<file path="config.mk">
export PLATFORM = sky130hd
export DESIGN_NAME = noc_flit_packetizer
export DESIGN_NICKNAME = d
export VERILOG_FILES = /design/src/rtl/noc_flit_packetizer.sv
export SDC_FILE = /design/constraint.sdc
export NUM_CORES = 1
export LEC_CHECK = 0
export CORE_UTILIZATION = 47
export CTS_CLUSTER_DIAMETER = 50
export DETAILED_ROUTE_END_ITERATION = 8
export GPL_TIMING_DRIVEN = 0
export MAX_ROUTING_LAYER = met4
export PLACE_DENSITY_LB_ADDON = 0.08
export SYNTH_ARGS = -nofsm -noshare
export SYNTH_HDL_FRONTEND = slang
export SYNTH_HIERARCHICAL = 1
export SYNTH_SLANG_ARGS = --single-unit
</file>
<file path="constraint.sdc">
create_clock -name clk -period 5.91 [get_ports clk]
set_clock_uncertainty 0.05 [all_clocks]
set_input_delay 1.773 -clock clk [delete_from_list [all_inputs] [get_ports clk]]
set_output_delay 1.773 -clock clk [all_outputs]
set_load 0.02 [all_outputs]
</file>
<file path="src/rtl/noc_flit_packetizer.sv">
// Credit-based NoC ingress packetizer: header request + len+1 beats -> head/body/tail flits on one VC.
// Optional in_last cross-check and sticky err_len enabled by NOC_PKT_LEN_CHECK_EN.

module noc_pkt_vc_credit #(
  parameter int DEPTH  = 4,
  parameter int CRED_W = 3
) (
  input  logic              clk,
  input  logic              rst,
  input  logic              inc,
  input  logic              dec,
  output logic [CRED_W-1:0] cnt,
  output logic              avail
);
  localparam logic [CRED_W-1:0] FULL = CRED_W'(DEPTH);

  always_ff @(posedge clk) begin
    if (rst)                            cnt <= FULL;
    else if (inc && !dec && cnt != FULL) cnt <= cnt + 1'b1;
    else if (dec && !inc)               cnt <= cnt - 1'b1;
  end

  assign avail = (cnt != '0);
endmodule

module noc_flit_packetizer #(
  parameter int DATA_W   = 64,
  parameter int X_W      = 4,
  parameter int Y_W      = 4,
  parameter int TYPE_W   = 2,
  parameter int ORDER_W  = 4,
  parameter int LEN_W    = 8,
  parameter int VC_NUM   = 2,
  parameter int VC_DEPTH = 4
) (
  input  logic                 clk,
  input  logic                 rst,
  input  logic [X_W-1:0]       local_x,
  input  logic [Y_W-1:0]       local_y,
  input  logic                 req_valid,
  output logic                 req_ready,
  input  logic [X_W-1:0]       req_dest_x,
  input  logic [Y_W-1:0]       req_dest_y,
  input  logic [TYPE_W-1:0]    req_type,
  input  logic [ORDER_W-1:0]   req_order,
  input  logic [LEN_W-1:0]     req_len,
  input  logic                 in_valid,
  output logic                 in_ready,
  input  logic [DATA_W-1:0]    in_data,
  input  logic                 in_last,
  output logic                 out_valid,
  output logic [DATA_W+1:0]    out_flit,
  output logic [((VC_NUM > 1) ? $clog2(VC_NUM) : 1)-1:0] out_vc,
  input  logic [VC_NUM-1:0]    credit_in,
  output logic                 err_len
);
  localparam int VC_W   = (VC_NUM > 1) ? $clog2(VC_NUM) : 1;
  localparam int CRED_W = $clog2(VC_DEPTH + 1);
  localparam int HDR_W  = 2*X_W + 2*Y_W + TYPE_W + ORDER_W + LEN_W;

  typedef enum logic {IDLE, BODY} state_t;

  // First member lands in the MSBs, so dst_x ends up at bit 0.
  typedef struct packed {
    logic [LEN_W-1:0]   len;
    logic [ORDER_W-1:0] order;
    logic [TYPE_W-1:0]  typ;
    logic [Y_W-1:0]     src_y;
    logic [X_W-1:0]     src_x;
    logic [Y_W-1:0]     dst_y;
    logic [X_W-1:0]     dst_x;
  } head_t;

  state_t state, state_n;
  logic [VC_NUM-1:0][CRED_W-1:0] cred_cnt;
  logic [VC_NUM-1:0] avail, dec_vec;
  logic [VC_W-1:0]   rr_ptr, vc_q, sel_vc, cand;
  logic              sel_ok;
  int                rr_idx;
  logic [LEN_W-1:0]  len_q, beat_cnt;
  logic              req_acc, beat_acc, is_tail, len_err;
  head_t             hdr;
  logic [DATA_W-1:0] head_pl;

  for (genvar v = 0; v < VC_NUM; v++) begin : g_vc
    noc_pkt_vc_credit #(.DEPTH(VC_DEPTH), .CRED_W(CRED_W)) u_cred (
      .clk(clk), .rst(rst), .inc(credit_in[v]), .dec(dec_vec[v]),
      .cnt(cred_cnt[v]), .avail(avail[v]));
  end

  // Round-robin: first VC with credit, starting just after the last winner.
  always_comb begin
    sel_ok = 1'b0;
    sel_vc = '0;
    rr_idx = 0;
    cand   = '0;
    for (int i = 1; i <= VC_NUM; i++) begin
      rr_idx = int'(rr_ptr) + i;
      if (rr_idx >= VC_NUM) rr_idx = rr_idx - VC_NUM;
      cand = VC_W'(rr_idx);
      if (!sel_ok && avail[cand]) begin
        sel_ok = 1'b1;
        sel_vc = cand;
      end
    end
  end

  assign hdr = '{len: req_len, order: req_order, typ: req_type, src_y: local_y,
                 src_x: local_x, dst_y: req_dest_y, dst_x: req_dest_x};

  always_comb begin
    head_pl = '0;
    head_pl[HDR_W-1:0] = hdr;
  end

  always_ff @(posedge clk) begin
    if (rst) state <= IDLE;
    else     state <= state_n;
  end

  always_comb begin
    state_n   = state;
    req_ready = 1'b0;
    in_ready  = 1'b0;
    req_acc   = 1'b0;
    beat_acc  = 1'b0;
    is_tail   = 1'b0;
    len_err   = 1'b0;
    case (state)
      IDLE: begin
        req_ready = sel_ok;
        req_acc   = req_valid && sel_ok;
        if (req_acc) state_n = BODY;
      end
      BODY: begin
        in_ready = avail[vc_q];
        beat_acc = in_valid && avail[vc_q];
        if (beat_acc) begin
`ifdef NOC_PKT_LEN_CHECK_EN
          is_tail = (beat_cnt == len_q) || in_last;
          len_err = (beat_cnt == len_q) ^ in_last;
`else
          is_tail = (beat_cnt == len_q);
`endif
          if (is_tail) state_n = IDLE;
        end
      end
      default: state_n = IDLE;
    endcase
  end

  always_comb begin
    dec_vec = '0;
    if (req_acc)  dec_vec[sel_vc] = 1'b1;
    if (beat_acc) dec_vec[vc_q]   = 1'b1;
  end

  always_ff @(posedge clk) begin
    if (rst) begin
      out_valid <= 1'b0;
      out_flit  <= '0;
      out_vc    <= '0;
      rr_ptr    <= VC_W'(VC_NUM - 1);
      vc_q      <= '0;
      len_q     <= '0;
      beat_cnt  <= '0;
    end else begin
      out_valid <= req_acc || beat_acc;
      if (req_acc) begin
        out_flit <= {2'b10, head_pl};
        out_vc   <= sel_vc;
        rr_ptr   <= sel_vc;
        vc_q     <= sel_vc;
        len_q    <= req_len;
        beat_cnt <= '0;
      end else if (beat_acc) begin
        out_flit <= {(is_tail ? 2'b01 : 2'b00), in_data};
        out_vc   <= vc_q;
        beat_cnt <= beat_cnt + 1'b1;
      end
    end
  end

`ifdef NOC_PKT_LEN_CHECK_EN
  always_ff @(posedge clk) begin
    if (rst)          err_len <= 1'b0;
    else if (len_err) err_len <= 1'b1;
  end
`else
  logic unused_in_last;
  assign unused_in_last = in_last ^ len_err;
  assign err_len = 1'b0;
`endif
endmodule

</file>
* Yosys cells after proc, flatten, opt, wreduce, memory -nomap -nowiden *
Cells that the tools add are included.

storage, ports and cells
  register bits after elaboration = 93
  output and inout bits = 71

cells by class
  add/subtract/negate cells = 9
  order comparisons = 8
  equal/unequal tests = 3
  multiplexer cells = 37
  bitwise operators = 2
  reduce and logical (&&, ||, !) cells = 23

operators with widths
  kind                 number
  $mux 66              2
  $mux 1               26
  $mux 3               4
  $logic_and 1x1->1    11
  $add 8x1->8 const B  1
  $eq 8x8->1           1
  $lt 1x2->1 const B   4
  $add 3x1->3 const B  2
  $ne 3x3->1 const B   2
  $reduce_bool 2->1    3
  $reduce_bool 3->1    2
  $sub 3x1->3 const B  2
  $logic_not 1->1      5
  $mux 2               2
  $add 1x2->3 const B  1
  $ge 3x2->1 const B   1
  $add 1x1->2 const B  1
  $demux 1 s1          2
  $ge 1x1->1 const B   2
  $ge 2x2->1 const B   1
  $or 2x2->2           1
  $pmux 1 s2           1
  $reduce_or 2->1      1
  $sub 1x1->1 const B  2
  other kinds (2)      2

* Depth between registers and ports, before layout *
  depth after elaboration = 20
  gate-level depth with buffers = 14

* Hierarchy *
Netlist, hierarchy kept.

modules (own cells, without submodules)
  module               instances  cells each  area each (µm²)  sequential area each (µm²)
  noc_flit_packetizer  1          439         3973.8           1741.7
  noc_pkt_vc_credit    2          23          209.0            60.1

* Worst setup path after synthesis *
No wires, ideal clock.

  path kind = input to register
  start point = in in_valid
  end point = reg g_vc[1].u_cred.cnt[2]
  library setup time = 0.116 ns
  arrival = 3.750 ns
  required time = 5.744 ns
  slack = 1.993 ns
  cell stages on the path = 12
  path through = and3_1 buf_6 buf_12 buf_12 nand2_1 nand2_1 nor2b_1 nand2_1 fa_1 nor3b_1 nand2_1 a31o_2

between the ends
  word-level cells in the longest chain between the ends = 7

RTL lines
  element                                      line  text
  start, declared                              47    input logic in_valid,
  $logic_and 1x1->1 *                          137   beat_acc = in_valid && avail[vc_q];
  $mux 1 *                                     129   case (state)
  $mux 2 *                                     155   if (beat_acc) dec_vec[vc_q] = 1'b1;
  via dec_vec[1]                               76    logic [VC_NUM-1:0] avail, dec_vec;
  $logic_not 1->1                              19    else if (inc && !dec && cnt != FULL) cnt <= cnt + 1'b1;
  $logic_and 1x1->1 (2 in series)              19
  $mux 3 or $reduce_bool 2->1 (tied branches)  -
  end signal, assigned                         19
  end signal, assigned                         20    else if (dec && !inc) cnt <= cnt - 1'b1;
  end, declared                                12    output logic [CRED_W-1:0] cnt,

Mark *: on every way through the listed nets, which the timed path passes. The rest lies on a longest branch.
A chain may end at the register's enable or synchronous reset.

* Final worst setup path *
Ends and elaborated chain as after synthesis.

==> metrics.yaml <==
floorplanning:
  start_util_pct: 49.39
  std_cell_rows: 34
  die-area_sq_um: 9735
  fp.dieH_microns: 98.67
  die_x_microns: 98.67
  core_area_sq_um: 8891
  io_pins: 172
global_routing:
  grt_max_degree: 17
  globalRouteTotalUtil_pct: 25.10
  grt_pass1_wl_microns: 18920
  globalRouteOverflowTotal: 0
  antenna_found_initial: 0
  grt_pass1_vias: 3983
power_and_ir_drop:
  power.density_nw_per_um2: 279.7
  vdd_drop_max_mv: 0.1635
  leakage_nw: 2.311
clocking:
  max-clock-path-buffers: 2
  clock_latency_ns: 0.35
  postCtsSetupRepairBufs: 0
  cts_tree: "built"
  path_clk_slew_ns: 0.10
  cts-root-buf: "clkbuf_8"
  cts_hold_buf: 0
  clock-sinks: 93
  htreeDepth: 3
  cts_made_buffers: 9
  post_cts_resize_count: 0
worst_setup_path:
  critPathSlowestCell: "clkdlybuf4s50_1"
  cpLargestDelayFamily: "simple AND/OR/NAND/NOR gates"
  cp_max_fo: 10
  rr_startpoint: "g_vc[0].u_cred/cnt[2]"
  cp.required_ns: 6.11
  crit_buf_inv: 4
  rr_endpoint: "g_vc[1].u_cred/cnt[2]"
  cp.arrival_ns: 4.57
  slowest_delay_ns: 0.51
  reg2reg_depth: 14
  crit_path_end_kind: "flip-flop"
  crit_path_cell_trace: "clkdlybuf4s50_1 > and3_1 > buf_6 > buf_12 > buf_12 > nand2_1 > nand2_1 > nor2b_1 > nand2_1 > fa_1 > nor3b_1 > nand2_1 > a31o_2"
  r2r_slack_ns: 2.35
  start_kind: "input port"
  worstSetupPathType: "input port to flip-flop"
  worst_path_most_repeated_cell: "nand2_1"
routing:
  wl_per_cell_microns: 15.05
  drc: 0
  drt_iter0_markers: 156
  avgViaCountPerCell: 5.149
  dr.pass1.iters: 4
  ant_nets: 0
  wl_microns: 11710
  num_vias: 4006
timing:
  slew_headroom_pct: 53.08
  whs_ns: 0.4094
  drv_slew: 0
  fmax_ghz: 0.2288
  fin_tns_setup_ns: 0
  setup_viol: 0
  hold_viol_final: 0
  rsz0062_at_grt: "false"
  worst_slew_pin_slew_ns: 0.7038
  min_period_over_period_pct: 73.94
  fin_ws_ns: 1.540
  period_needed_ns: 4.370
placed_design:
  place_ws_ns: 1.181
  gp_congestion: 0.8461
  port-buffer-count: 169
  dp_cells: 762
  hpwl_microns: 8890
layout:
  syn_to_final_growth_pct: 46.55
  fillCellCount: 693
  final_cells: 778
  diodes: 0
  multi_input_area_sq_um: 2277
  drive_gt1_share_pct: 21.49
  post-route-util_pct: 72.39
  seq_area_sq_um: 1862
  final_nets: 769
min_path:
  hold_depth: 2
  hold_end: "out_flit[45]"
  min-delay-start: "out_flit[45]"
  holdCritPathClass: "flip-flop to flip-flop"
synthesis:
  postSynthAreaPerCell_sq_um: 9.055
  synth_edf_count: 0
  synth_flop_cell: "dfxtp_1"
  yosys_warnings: 6
  yosysTopAreaCell: "dfxtp_1"
  ys_types: 44
  synth-seq-cells: 93
  synth.area.top_cells: "dfxtp_1, nor4_2, nand2_1"
  synth_area_sq_um: 4392
  synth_async_sr_flop_share_pct: 0
  syn_nets: 589
  synth-seq-area-share_pct: 42.39
  synthCells: 485
  synth_top_area_share_pct: 42.39
job:
  drv_cap: 0
status:
  outcome: "finished, final reports clean"
[cells in the mapped netlist, drive strengths merged (3+ instances only)]
| cell | number |
|---|---|
| nand4 | 5 |
| nand2 | 100 |
| dfxtp | 93 |
| or4b | 4 |
| xor2 | 13 |
| and3 | 3 |
| nor2b | 6 |
| or3 | 3 |
| o21ai | 5 |
| nor2 | 75 |
| a21oi | 48 |
| mux2 | 3 |
| nor4 | 30 |
| clkbuf | 10 |
| nor3 | 32 |
| buf | 25 |
| nand3 | 4 |
[how the worst max path moves through the flow]
stage                        start                     to  slack (ns)  cells after the start
final                     in_valid  g_vc[1].u_cred/cnt[2]        1.54                     13
after CTS                 in_valid  g_vc[1].u_cred/cnt[2]        1.56                     13
after global routing      in_valid  g_vc[1].u_cred/cnt[2]        1.39                     13
after global placement    in_valid  g_vc[1].u_cred/cnt[2]        1.27                     13
after detailed placement  in_valid  g_vc[1].u_cred/cnt[2]        1.18                     13
after floorplan           in_valid  g_vc[1].u_cred/cnt[2]        1.99                     12
[per-stage QoR]
step	total power, mW	cell area [sq um]
final	1.800	6436
after global routing	1.895	6436
after CTS	1.811	6436
after detailed placement	1.358	6218
after global placement	1.336	6218
after floorplan	1.127	4392
[cells by family after synthesis]
| family | count (synthesis) | share of synthesized area, % |
|---|---|---|
| flip-flops | 93 | 42.39 |
| AO/OA/AOI/OAI | 62 | 9.715 |
| buffers and inverters | 37 | 5.755 |
| other | 1 | 0.08539 |
| adder cells (fa/ha/maj) | 3 | 1.197 |
| XOR/XNOR | 14 | 2.792 |
| multiplexers | 3 | 0.8546 |
| AND/OR/NAND/NOR | 272 | 37.21 |
[cell usage in the layout, fill, tap and decap left out, types with 4 or more instances in the layout]
cell / n
nor3_2: 29
a21oi_1: 29
buf_2: 10
clkdlybuf4s50_1: 169
clkbuf_1: 10
nor2_1: 75
or4b_1: 4
clkbuf_8: 11
a21oi_2: 19
nand2_1: 81
nor2b_1: 6
xor2_1: 13
buf_4: 6
buf_6: 4
dfxtp_1: 93
nand4_1: 5
nand2_2: 19
nor4_2: 30
[report_power, final]
part / total [mW] / switching (mW) / internal, mW
combinational: 0.598 / 0.303 / 0.295
clock: 0.456 / 0.232 / 0.224
sequential: 0.746 / 0.0544 / 0.692
[worst register-to-register path, cell delays in order (launching register included)]
cell and delay, ns:
dfxtp_1 0.36, or3_1 0.44, mux2_4 0.35, and3_1 0.21, buf_6 0.14, buf_12 0.15, buf_12 0.15, nand2_1 0.07
nand2_1 0.10, nor2b_1 0.32, nand2_1 0.13, fa_1 0.42, nor3b_1 0.28, nand2_1 0.09, a31o_2 0.22
[layer usage]
| metal | up-vias | part of all wire [%] | track usage [%] |
|---|---|---|---|
| met4 | 0 | 1.8 | 8.955 |
| met5 | - | 0 | - |
| met2 | 143 | 48 | 41.87 |
| met1 | 1850 | 43 | 30.69 |
| met3 | 17 | 6.3 | 4.255 |
| li1 | 1996 | - | - |
[area by class of cell]
cell class / count / share of cell area (%)
Multi-Input combinational cell: 355 / 35.38
Sequential cell: 93 / 28.93
Timing Repair Buffer: 169 / 26.28
Buffer: 35 / 3.810
Clock buffer: 11 / 2.352
Tap cell: 108 / 2.100
Clock inverter: 5 / 1.030
Inverter: 2 / 0.1166
[state kept, by name (all words and copies together), names as in the netlist]
signal / count
rr_ptr: 1
state: 1
out_flit: 66
out_vc: 1
vc_q: 1
len_q: 8
out_valid: 1
g_vc.u_cred/cnt: 6
beat_cnt: 8
(Power assumes the default switching activity.)
